**config.mk**
```make
export PLATFORM = sky130hd
export DESIGN_NAME = id_stage
export DESIGN_NICKNAME = d
export VERILOG_FILES = /design/src/rtl/proc_pkg.sv /design/src/rtl/id_skid_fifo.sv /design/src/rtl/id_stage.sv
export SDC_FILE = /design/constraint.sdc
export NUM_CORES = 1
export LEC_CHECK = 0
export CAP_MARGIN = 20
export CORE_MARGIN = 2
export CORE_UTILIZATION = 50
export DETAILED_ROUTE_END_ITERATION = 8
export GPL_TIMING_DRIVEN = 0
export PLACE_DENSITY = 0.77
export RECOVER_POWER = 50
export SYNTH_ARGS = -nofsm -noshare
export SYNTH_HDL_FRONTEND = slang
export SYNTH_SLANG_ARGS = --single-unit
```
**constraint.sdc**
```tcl
create_clock -name clk -period 7.8 [get_ports clk]
set_input_delay 2.34 -clock clk [delete_from_list [all_inputs] [get_ports clk]]
set_output_delay 2.34 -clock clk [all_outputs]
set_load 0.03 [all_outputs]
```
**src/rtl/proc_pkg.sv**
```systemverilog
// Shared processor types: instruction word layout, opcodes and the decoded-word record.
package proc_pkg;
  localparam int OP_W    = 2;
  localparam int DATA_W  = 8;
  localparam int INSTR_W = OP_W + 2*DATA_W;
  localparam int ALU_W   = 1 << OP_W;

  localparam logic [OP_W-1:0] OP_ADD = 2'd0;
  localparam logic [OP_W-1:0] OP_SUB = 2'd1;
  localparam logic [OP_W-1:0] OP_MUL = 2'd2;
  localparam logic [OP_W-1:0] OP_DIV = 2'd3;

  typedef struct packed {
    logic [OP_W-1:0]   op;
    logic [DATA_W-1:0] a;
    logic [DATA_W-1:0] b;
  } instr_t;

  typedef struct packed {
    logic [OP_W-1:0]   op;
    logic [DATA_W-1:0] a;
    logic [DATA_W-1:0] b;
    logic [ALU_W-1:0]  alu_sel;
    logic              div0;
  } dec_t;

  function automatic dec_t decode(input instr_t i);
    dec_t d;
    d.op         = i.op;
    d.a          = i.a;
    d.b          = i.b;
    d.alu_sel    = '0;
    d.alu_sel[i.op] = 1'b1;
    d.div0       = (i.op == OP_DIV) && (i.b == '0);
    return d;
  endfunction
endpackage

```
**src/rtl/id_skid_fifo.sv**
```systemverilog
// In-order buffer of decoded words with a registered head entry.
module id_skid_fifo
  import proc_pkg::*;
#(
  parameter int DEPTH = 2,
  parameter int CW    = $clog2(DEPTH + 1)
) (
  input  logic          clk,
  input  logic          reset,
  input  logic          push,
  input  dec_t          din,
  input  logic          pop,
  output dec_t          head,
  output logic [CW-1:0] count
);
  localparam int PW = $clog2(DEPTH);

  dec_t          mem [DEPTH];
  logic [PW-1:0] wr_ptr, rd_ptr, rd_nxt;
  logic [CW-1:0] remain;
  dec_t          head_nxt;

  // Next head: oldest surviving stored entry, else the word arriving now, else hold.
  always_comb begin
    rd_nxt   = rd_ptr + PW'(pop);
    remain   = count - CW'(pop);
    head_nxt = head;
    if (remain != '0)
      head_nxt = mem[rd_nxt];
    else if (push)
      head_nxt = din;
  end

  always_ff @(posedge clk) begin
    if (reset) begin
      wr_ptr <= '0;
      rd_ptr <= '0;
      count  <= '0;
      head   <= '0;
    end else begin
      if (push) begin
        mem[wr_ptr] <= din;
        wr_ptr      <= wr_ptr + PW'(1);
      end
      if (pop)
        rd_ptr <= rd_ptr + PW'(1);
      count <= count + CW'(push) - CW'(pop);
      head  <= head_nxt;
    end
  end
endmodule

```
**src/rtl/id_stage.sv**
```systemverilog
// Decode stage: splits fetch words, decodes on entry, buffers in order, counts retirements.
module id_stage
  import proc_pkg::*;
#(
  parameter int DEPTH = 2
) (
  input  logic                clk,
  input  logic                reset,
  input  logic                instr_valid,
  input  logic [INSTR_W-1:0]  instr,
  output logic                id_ready,
  output logic                id_valid,
  input  logic                ex_ready,
  output logic [OP_W-1:0]     id_op,
  output logic [DATA_W-1:0]   id_a,
  output logic [DATA_W-1:0]   id_b,
  output logic [ALU_W-1:0]    id_alu_sel,
  output logic                id_div0,
  output logic [15:0]         id_retired
);
  localparam int CW = $clog2(DEPTH + 1);

  logic          push, pop;
  logic [CW-1:0] count;
  dec_t          dec, head;

  // Ready comes only from registered occupancy, never from ex_ready.
  assign id_ready = !reset && (count < CW'(DEPTH));
  assign id_valid = (count != '0);
  assign push     = instr_valid && id_ready;
  assign pop      = id_valid && ex_ready;
  assign dec      = decode(instr_t'(instr));

  id_skid_fifo #(.DEPTH(DEPTH), .CW(CW)) u_fifo (
    .clk   (clk),
    .reset (reset),
    .push  (push),
    .din   (dec),
    .pop   (pop),
    .head  (head),
    .count (count)
  );

  assign id_op      = head.op;
  assign id_a       = head.a;
  assign id_b       = head.b;
  assign id_alu_sel = head.alu_sel;
  assign id_div0    = head.div0;

  always_ff @(posedge clk) begin
    if (reset)
      id_retired <= '0;
    else if (pop)
      id_retired <= id_retired + 16'd1;
  end
endmodule

```
-- Word level (Yosys, flattened, before mapping)
Memories as Yosys holds them, arrays and structs flattened.
Index checks and enable logic that the tools add are counted.
- register bits after elaboration: 43
- bits in writable memories: 46
- bits of input ports: 22
- output and inout port bits: 41
- logic and storage cells: 38
- memories kept: 1
- add/sub/neg operators: 7
- magnitude comparators: 3
- equality and inequality tests: 1
- mux-type cells: 7
- reduce and logical (&&, ||, !) cells: 10
- memory list (name ; depth ; width ; rd ports ; clocked after Yosys merged registers in ; wr ports ; line ; source):
    u_fifo.mem ; 2 ; 23 ; 1 ; 0 ; 1 ; id_skid_fifo.sv:18 ; dec_t mem [DEPTH];
- operators by type and width (cell ; count):
    $mux 23 ; 2
    $add 16x1->16 const B ; 1
    $logic_not 8->1 ; 1
    $reduce_bool 2->1 ; 3
    $logic_and 1x1->1 ; 5
    $mux 1 ; 4
    $sub 2x1->2 ; 2
    $lt 2x3->1 const B ; 1
    $add 1x1->1 const B ; 2
    $add 2x1->2 ; 1
    $demux 1 s2 ; 1
    $eq 2x2->1 const B ; 1
    $ge 2x1->1 const B ; 1
    $lt 2x2->1 const B ; 1
    $add 1x1->1 ; 1
    $logic_not 1->1 ; 1

-- Longest topological paths before layout
Gate-level depths: netlist of run 1.
- word-level depth: 6
- depth in mapped cells: 9
- depth with buffers taken out: 7

-- Cells and area by module
From an unflattened synthesis of run 1, not the netlist that was laid out.
- cells, all modules: 314
- area total of the unflattened synthesis: 3616.0 um^2
- by module, submodules not included (module ; instances ; cells each ; area an instance (um^2) ; seq. area each (um^2)):
    id_skid_fifo ; 1 ; 221 ; 2831.5 ; 1921.8
    id_stage ; 1 ; 93 ; 784.5 ; 320.3

-- Least setup slack after synthesis of run 1
OpenSTA, ideal clock, no wires.
- path kind: in2out
- from: input port reset
- to: output port id_ready
- data arrival time: 3321 ps
- data required time: 5460 ps
- setup slack: 2139 ps
- stages: 4
- path buffers: 3
- path through: clkbuf_1 -> clkbuf_1 -> clkbuf_1 -> nor2_1
- longest elaborated chain between the ends: 2
- ends and longest elaborated chain (element ; line ; source):
    start, declared ; id_stage.sv:8 ; input logic reset,
    $logic_not 1->1 ; id_stage.sv:28 ; assign id_ready = !reset && (count < CW'(DEPTH));
    $logic_and 1x1->1 ; id_stage.sv:28 ;
    end, declared ; id_stage.sv:11 ; output logic id_ready,
No other way between the ends.

-- Worst setup path after layout of run 1
Same ends and word-level chain as after synthesis.

==> impl_metrics.tcl, run 1 <==
set metrics [dict create \
    status "completed" \
    worstHoldPathCells 2 \
    antenna_found_initial 0 \
    place.gp.congestion 0.7978 \
    power.density_mw_per_mm2 340.8 \
    seqPwrFrac_pct 37.3 \
    busiest_layer "met2" \
    finalCritPeriodShare_pct 84.53 \
    power.switching_mw 0.6500 \
    postLayoutCellArea_mm2 0.004917 \
    utilization_pct 63.96 \
    cp_data_arrival_time_ns 4.25 \
    clk_latency_ns 0.35 \
    routed_wl_um 9033 \
    io_buffers 61 \
    crit_start "reset" \
    start_util_pct 51.22 \
    grt_pass1_vias 2903 \
    gr-total-overflow 0 \
    via_per_inst 5.576 \
    power_mw 1.676 \
    place_area_mm2 0.004733 \
    fillCellCount 631 \
    holdWs_ns 0.4797 \
    period_needed_ns 6.593 \
    area_growth_pct 24.88 \
    fin_ws_ns 1.207 \
    synthesis.nets 392 \
    synth_largest_area_cell "edfxtp_1" \
    rr_worst_depth 9 \
    min_path_type "flop to flop" \
    grt_pass1_wl_um 14410 \
    min_from "id_retired[15]$_SDFFE_PP0P_" \
    synth_seq_area_share_pct 56.94 \
    grtUsageMet1_pct 28.23 \
    reg2reg_to "u_fifo.head[9]$_SDFFE_PP0P_" \
    crit_path_start_kind "input port" \
    cts_setup_buffers 0 \
    max-slew-margin-rel_pct 28.28 \
    peakVddDrop_v 0.0001614 \
    synth_warnings 0 \
    dp.cells 533 \
    ys_ff_latch 89 \
    vias 3061 \
    tightest_slew_ns 1.068 \
    drc 0 \
    cts_sinks 89 \
    comb_power_share_pct 42.4 \
    synth.distinct_cells 38 \
    num_io_pins 63 \
    skew_ns 0.009490 \
    cts_tree "done" \
    cts_made_buffers 9 \
    grt_max_degree 18 \
    nNetsFinal 466 \
    drtPass1Iterations 4 \
    num_rows 32 \
    core_mm2 0.007687 \
    synth_common_cells "edfxtp_1, nand2_1, dfxtp_1" \
    post_cts_resized 0 \
    drv_slew 0 \
    reg2reg_slack_ns 4.27 \
    async_flop_share_pct 0 \
    cts_buffer_depth 2 \
    critPathMaxFanout 10 \
    fmax_mhz 151.7 \
    p_leak_nw 1.837 \
    max_cap_violations 0 \
    met2_usage_pct 36.68 \
    die_h_um 92.74 \
    whs_endpoint "id_retired[15]$_SDFFE_PP0P_" \
    synthFlopType "edfxtp_1" \
    crit_type "input port to output port" \
    final.setup.tns_ns 0 \
    die-width_um 92.74 \
    p_int_mw 1.026 \
    drt_iter0_drc 185 \
    cts_hold_buf 0 \
    post_drt_wl_per_cell_um 16.45 \
    cp-end-kind "output port" \
    setup_viol 0 \
    p_sw_share_pct 38.79 \
    yosys.area.top_type_share_pct 35.08 \
    reg2reg_from "u_fifo.count[1]$_SDFF_PP0_" \
    clkPwrFrac_pct 20.3 \
    synth_edf_count 46 \
    layout.cells.non_filler 549 \
    dp_slack_ns 1.217 \
    avgSynthCellArea_um2 10.70 \
    place_hpwl_um 6271 \
    rsz0062_at_grt "no" \
    track_usage_pct 21.50 \
    use_met3_pct 2.848 \
    h-tree-depth 3 \
    synthTopCellsByArea "edfxtp_1, dfxtp_1, mux2i_1" \
    diodes 0 \
    clk_pin_slew_ns 0.09 \
    synth_area_mm2 0.003938 \
    fp.dieArea_mm2 0.008601 \
    drive_gt1_share_pct 5.593 \
    cts_root_buf "clkbuf_8" \
    cp.required_ns 5.46 \
    syn_inst 368 \
    hold_viol_final 0 \
    final_antenna_net_count 0 \
]
[sequential cells by signal, summed over array words and instances, names as in the netlist]
register,cells
u_fifo.rd_ptr,1
u_fifo.head,23
u_fifo.count,2
u_fifo.mem,46
id_retired,16
u_fifo.wr_ptr,1
[worst max-delay path by stage]
| stage | end | slack, ns |
|---|---|---|
| floorplan | id_ready | 2.14 |
| global placement | id_ready | 1.22 |
| CTS | id_ready | 1.21 |
| detailed placement | id_ready | 1.22 |
| global route | id_ready | 1.07 |
| finish | id_ready | 1.21 |
[area by class of cell]
| cell class | count | area (µm²) | area share, % |
|---|---|---|---|
| Clock buffer | 10 | 127.6 | 2.595 |
| Clock inverter | 6 | 82.58 | 1.679 |
| Tap cell | 102 | 127.6 | 2.595 |
| Buffer | 24 | 97.59 | 1.985 |
| Timing Repair Buffer | 63 | 665.6 | 13.54 |
| Multi-Input combinational cell | 231 | 1484 | 30.18 |
| Inverter | 24 | 90.09 | 1.832 |
| Sequential cell | 89 | 2242 | 45.60 |
[power groups by stage]
stage / clock, mW / sequential, mW / combinational, mW
floorplan: 0 / 0.744 / 0.369
global placement: 0 / 0.636 / 0.718
detailed placement: 0 / 0.637 / 0.736
CTS: 0.343 / 0.628 / 0.741
global route: 0.359 / 0.635 / 0.765
finish: 0.341 / 0.625 / 0.711
[metal layers]
metal	vias up	part of all wire [%]
li1	1491	-
met1	1448	43
met2	109	49
met3	13	6.5
met4	0	1.4
met5	-	0
[cell usage in the layout (no fill, tap or decap), types with 4 or more instances in the layout]
cell	Yosys	routed
a211oi_1	8	8
a21oi_1	8	8
a221oi_1	17	17
a31oi_1	17	17
clkbuf_1	17	19
clkbuf_8	0	9
clkdlybuf4s50_1	0	14
dfxtp_1	43	43
dlygate4sd3_1	0	47
edfxtp_1	46	46
inv_1	24	24
mux2i_1	23	23
nand2_1	46	46
nand3_1	4	4
nor2_1	15	15
nor2b_1	7	6
nor3_1	19	19
o21a_1	17	17
o21ai_0	7	8
xnor2_1	7	8
xor2_1	5	5
[cell families after synthesis]
family                   count (synthesis)  share of synthesized area [%]
AO/OA/AOI/OAI                           78                          14.04
flip-flops                              89                          56.94
AND/OR/NAND/NOR                        113                          13.73
buffers and inverters                   48                          4.862
multiplexers                            25                          6.419
XOR/XNOR                                13                          3.368
adder cells (fa/ha/maj)                  2                         0.6354
[worst max-delay path: stages]
cell and delay (ns):
clkbuf_1 0.32, clkbuf_1 0.47, clkbuf_1 0.42, nor2_1 0.09, clkdlybuf4s50_1 0.61
Power figures use the tool's default switching activity.
==> run 2: changes to the inputs <==
==> constraint.sdc (replaced) <==
create_clock -name clk -period 6.6 [get_ports clk]
set_input_delay 1.98 -clock clk [delete_from_list [all_inputs] [get_ports clk]]
set_output_delay 1.98 -clock clk [all_outputs]
set_load 0.03 [all_outputs]
==> results of run 2 <==
The final DEF is identical to that of run 1. Status: completed.
Main changes from that run: setup slack after placement 1.217 ns -> 0.7374 ns; setup slack after layout 1.207 ns -> 0.7268 ns; register-to-register setup slack 4.27 ns -> 3.07 ns; total power 1.676 mW -> 1.981 mW; worst IR drop on VDD 0.0001614 V -> 0.0001907 V
==> run 3: changes to the inputs <==
--- a/config.mk
+++ b/config.mk
@@ -11,7 +11,7 @@
 export DETAILED_ROUTE_END_ITERATION = 8
 export GPL_TIMING_DRIVEN = 0
 export PLACE_DENSITY = 0.77
-export RECOVER_POWER = 50
+export RECOVER_POWER = 100
 export SYNTH_ARGS = -nofsm -noshare
 export SYNTH_HDL_FRONTEND = slang
 export SYNTH_SLANG_ARGS = --single-unit
==> run 3 against run 2 <==
  * Cell area shrank 1.0%
  * First-iteration DRC count is 7.0% higher
  * Sequential cell count unchanged
  * Non-clock buffer count unchanged
  * Sequential power about the same
  * Hold slack got worse by 0.00091 ns
  * Die area is the same
  * Sequential share of layout area rose by 0.47 points
  * Worst setup slack worse by 0.068 ns
  * Critical path depth did not move
  * Clock skew fell by 0.0016 ns
  * Via count grew 0.98%
  * Largest cell class unchanged
  * Largest power group unchanged
==> impl_metrics.tcl, run 3 (synthesis results as in run 1) <==
set metrics [dict create \
    status "completed" \
    cts_tree "done" \
    drtPass1Iterations 5 \
    cp-end-kind "output port" \
    cts_setup_buffers 0 \
    die_h_um 92.74 \
    grt_pass1_wl_um 14410 \
    cp.required_ns 4.62 \
    post_drt_wl_per_cell_um 16.58 \
    crit_type "input port to output port" \
    num_rows 32 \
    post_cts_resized 0 \
    cts_made_buffers 9 \
    track_usage_pct 21.50 \
    via_per_inst 5.630 \
    io_buffers 61 \
    drt_iter0_drc 198 \
    postLayoutCellArea_mm2 0.004867 \
    critPathMaxFanout 10 \
    endpoint "id_ready" \
    p_leak_nw 1.856 \
    most-common-layout-cells "dlygate4sd3_1, nand2_1, edfxtp_1" \
    h-tree-depth 3 \
    die-width_um 92.74 \
    top_register "u_fifo.mem" \
    reg2reg_from "u_fifo.count[1]$_SDFF_PP0_" \
    rr_worst_depth 9 \
    reg2reg_slack_ns 3.09 \
    crit_path_start_kind "input port" \
    clk_pin_slew_ns 0.09 \
    antenna_found_initial 0 \
    place_hpwl_um 6271 \
    start_util_pct 51.22 \
    place.gp.congestion 0.7978 \
    fp.dieArea_mm2 0.008601 \
    reg2reg_to "u_fifo.head[6]$_SDFFE_PP0P_" \
    core_mm2 0.007687 \
    skew_ns 0.007866 \
    finalCritPeriodShare_pct 90.02 \
    routed_wl_um 9105 \
    tightest_slew_ns 1.084 \
    drc 0 \
    drive_gt1_share_pct 4.922 \
    clk_latency_ns 0.35 \
    fmax_mhz 168.3 \
    setup_viol 0 \
    num_io_pins 63 \
    reg_top3 "u_fifo.mem x46, u_fifo.head x23, id_retired x16" \
    holdWs_ns 0.4787 \
    drv_slew 0 \
    grt_pass1_vias 2903 \
    cts_root_buf "clkbuf_8" \
    cts_sinks 89 \
    final_antenna_net_count 0 \
    peakVddDrop_v 0.0001931 \
    grt_max_degree 18 \
    final.setup.tns_ns 0 \
    place_area_mm2 0.004733 \
    rsz0062_at_grt "no" \
    max_cap_violations 0 \
    area_growth_pct 23.61 \
    largest_register_ffs 46 \
    power.density_mw_per_mm2 404.8 \
    cp_data_arrival_time_ns 3.96 \
    vias 3091 \
    gr-total-overflow 0 \
    hold_viol_final 0 \
    cts_hold_buf 0 \
    cts_buffer_depth 2 \
    max-slew-margin-rel_pct 27.74 \
    diodes 0 \
    crit_start "reset" \
    final_common_cell "dlygate4sd3_1" \
    nNetsFinal 466 \
    period_needed_ns 5.942 \
    min_path_type "flop to flop" \
]
-- run 3: cell count changes in the layout (fill, tap and decap cells not counted), sizes merged --
cell,previous run,this run
clkdlybuf4s50,14,0
dlygate4sd3,47,61
buf,8,5
clkbuf,28,31
-- run 3: final cells by class --
type	count	area (µm²)
clock inverter	6	82.58
clock buffer	10	127.6
sequential	89	2242
timing repair buffer	63	618.1
buffer	24	97.59
fill	640	2820
tap	102	127.6
multi-input combinational	231	1481
inverter	24	90.09
-- run 3: report_power, final --
| group | leakage, nW | internal, mW | switching, mW |
|---|---|---|---|
| combinational | 0.973 | 0.308 | 0.522 |
| clock | 0.106 | 0.212 | 0.191 |
| sequential | 0.777 | 0.684 | 0.0545 |
| total | 1.86 | 1.20 | 0.767 |
-- run 3: how the worst min path moves through the flow --
stage                                 from                          end  slack, ns  cells after the start
6_report       id_retired[15]$_SDFFE_PP0P_  id_retired[15]$_SDFFE_PP0P_       0.48                      2
3_3_place_gp   id_retired[15]$_SDFFE_PP0P_  id_retired[15]$_SDFFE_PP0P_       0.47                      2
4_1_cts        id_retired[15]$_SDFFE_PP0P_  id_retired[15]$_SDFFE_PP0P_       0.49                      2
3_5_place_dp   id_retired[15]$_SDFFE_PP0P_  id_retired[15]$_SDFFE_PP0P_       0.48                      2
5_1_grt        id_retired[15]$_SDFFE_PP0P_  id_retired[15]$_SDFFE_PP0P_       0.52                      2
2_1_floorplan   u_fifo.wr_ptr$_SDFFE_PP0P_   u_fifo.wr_ptr$_SDFFE_PP0P_       0.50                      2
-- run 3: layer usage --
layer  track usage [%]  wire, µm
met1             28.23      3885
met2             36.68      4501
met3             2.848       595
met4             7.598       121
met5                 0         0
-- run 3: per-stage QoR --
stage / instances / setup WS (ns) / utilization (%) / power (mW)
floorplan: 368 / 1.659 / - / 1.315
global placement: 531 / 0.7429 / 60.82 / 1.601
detailed placement: 533 / 0.7374 / 61.57 / 1.623
CTS: 549 / 0.7271 / 64.31 / 2.023
global route: 549 / 0.5003 / 63.31 / 2.068
finish: 549 / 0.6584 / 63.31 / 1.970
-- run 3: critical path: stages --
cell,delay (ns)
clkbuf_1,0.31
clkbuf_1,0.46
clkbuf_1,0.42
nor2_1,0.08
dlygate4sd3_1,0.70
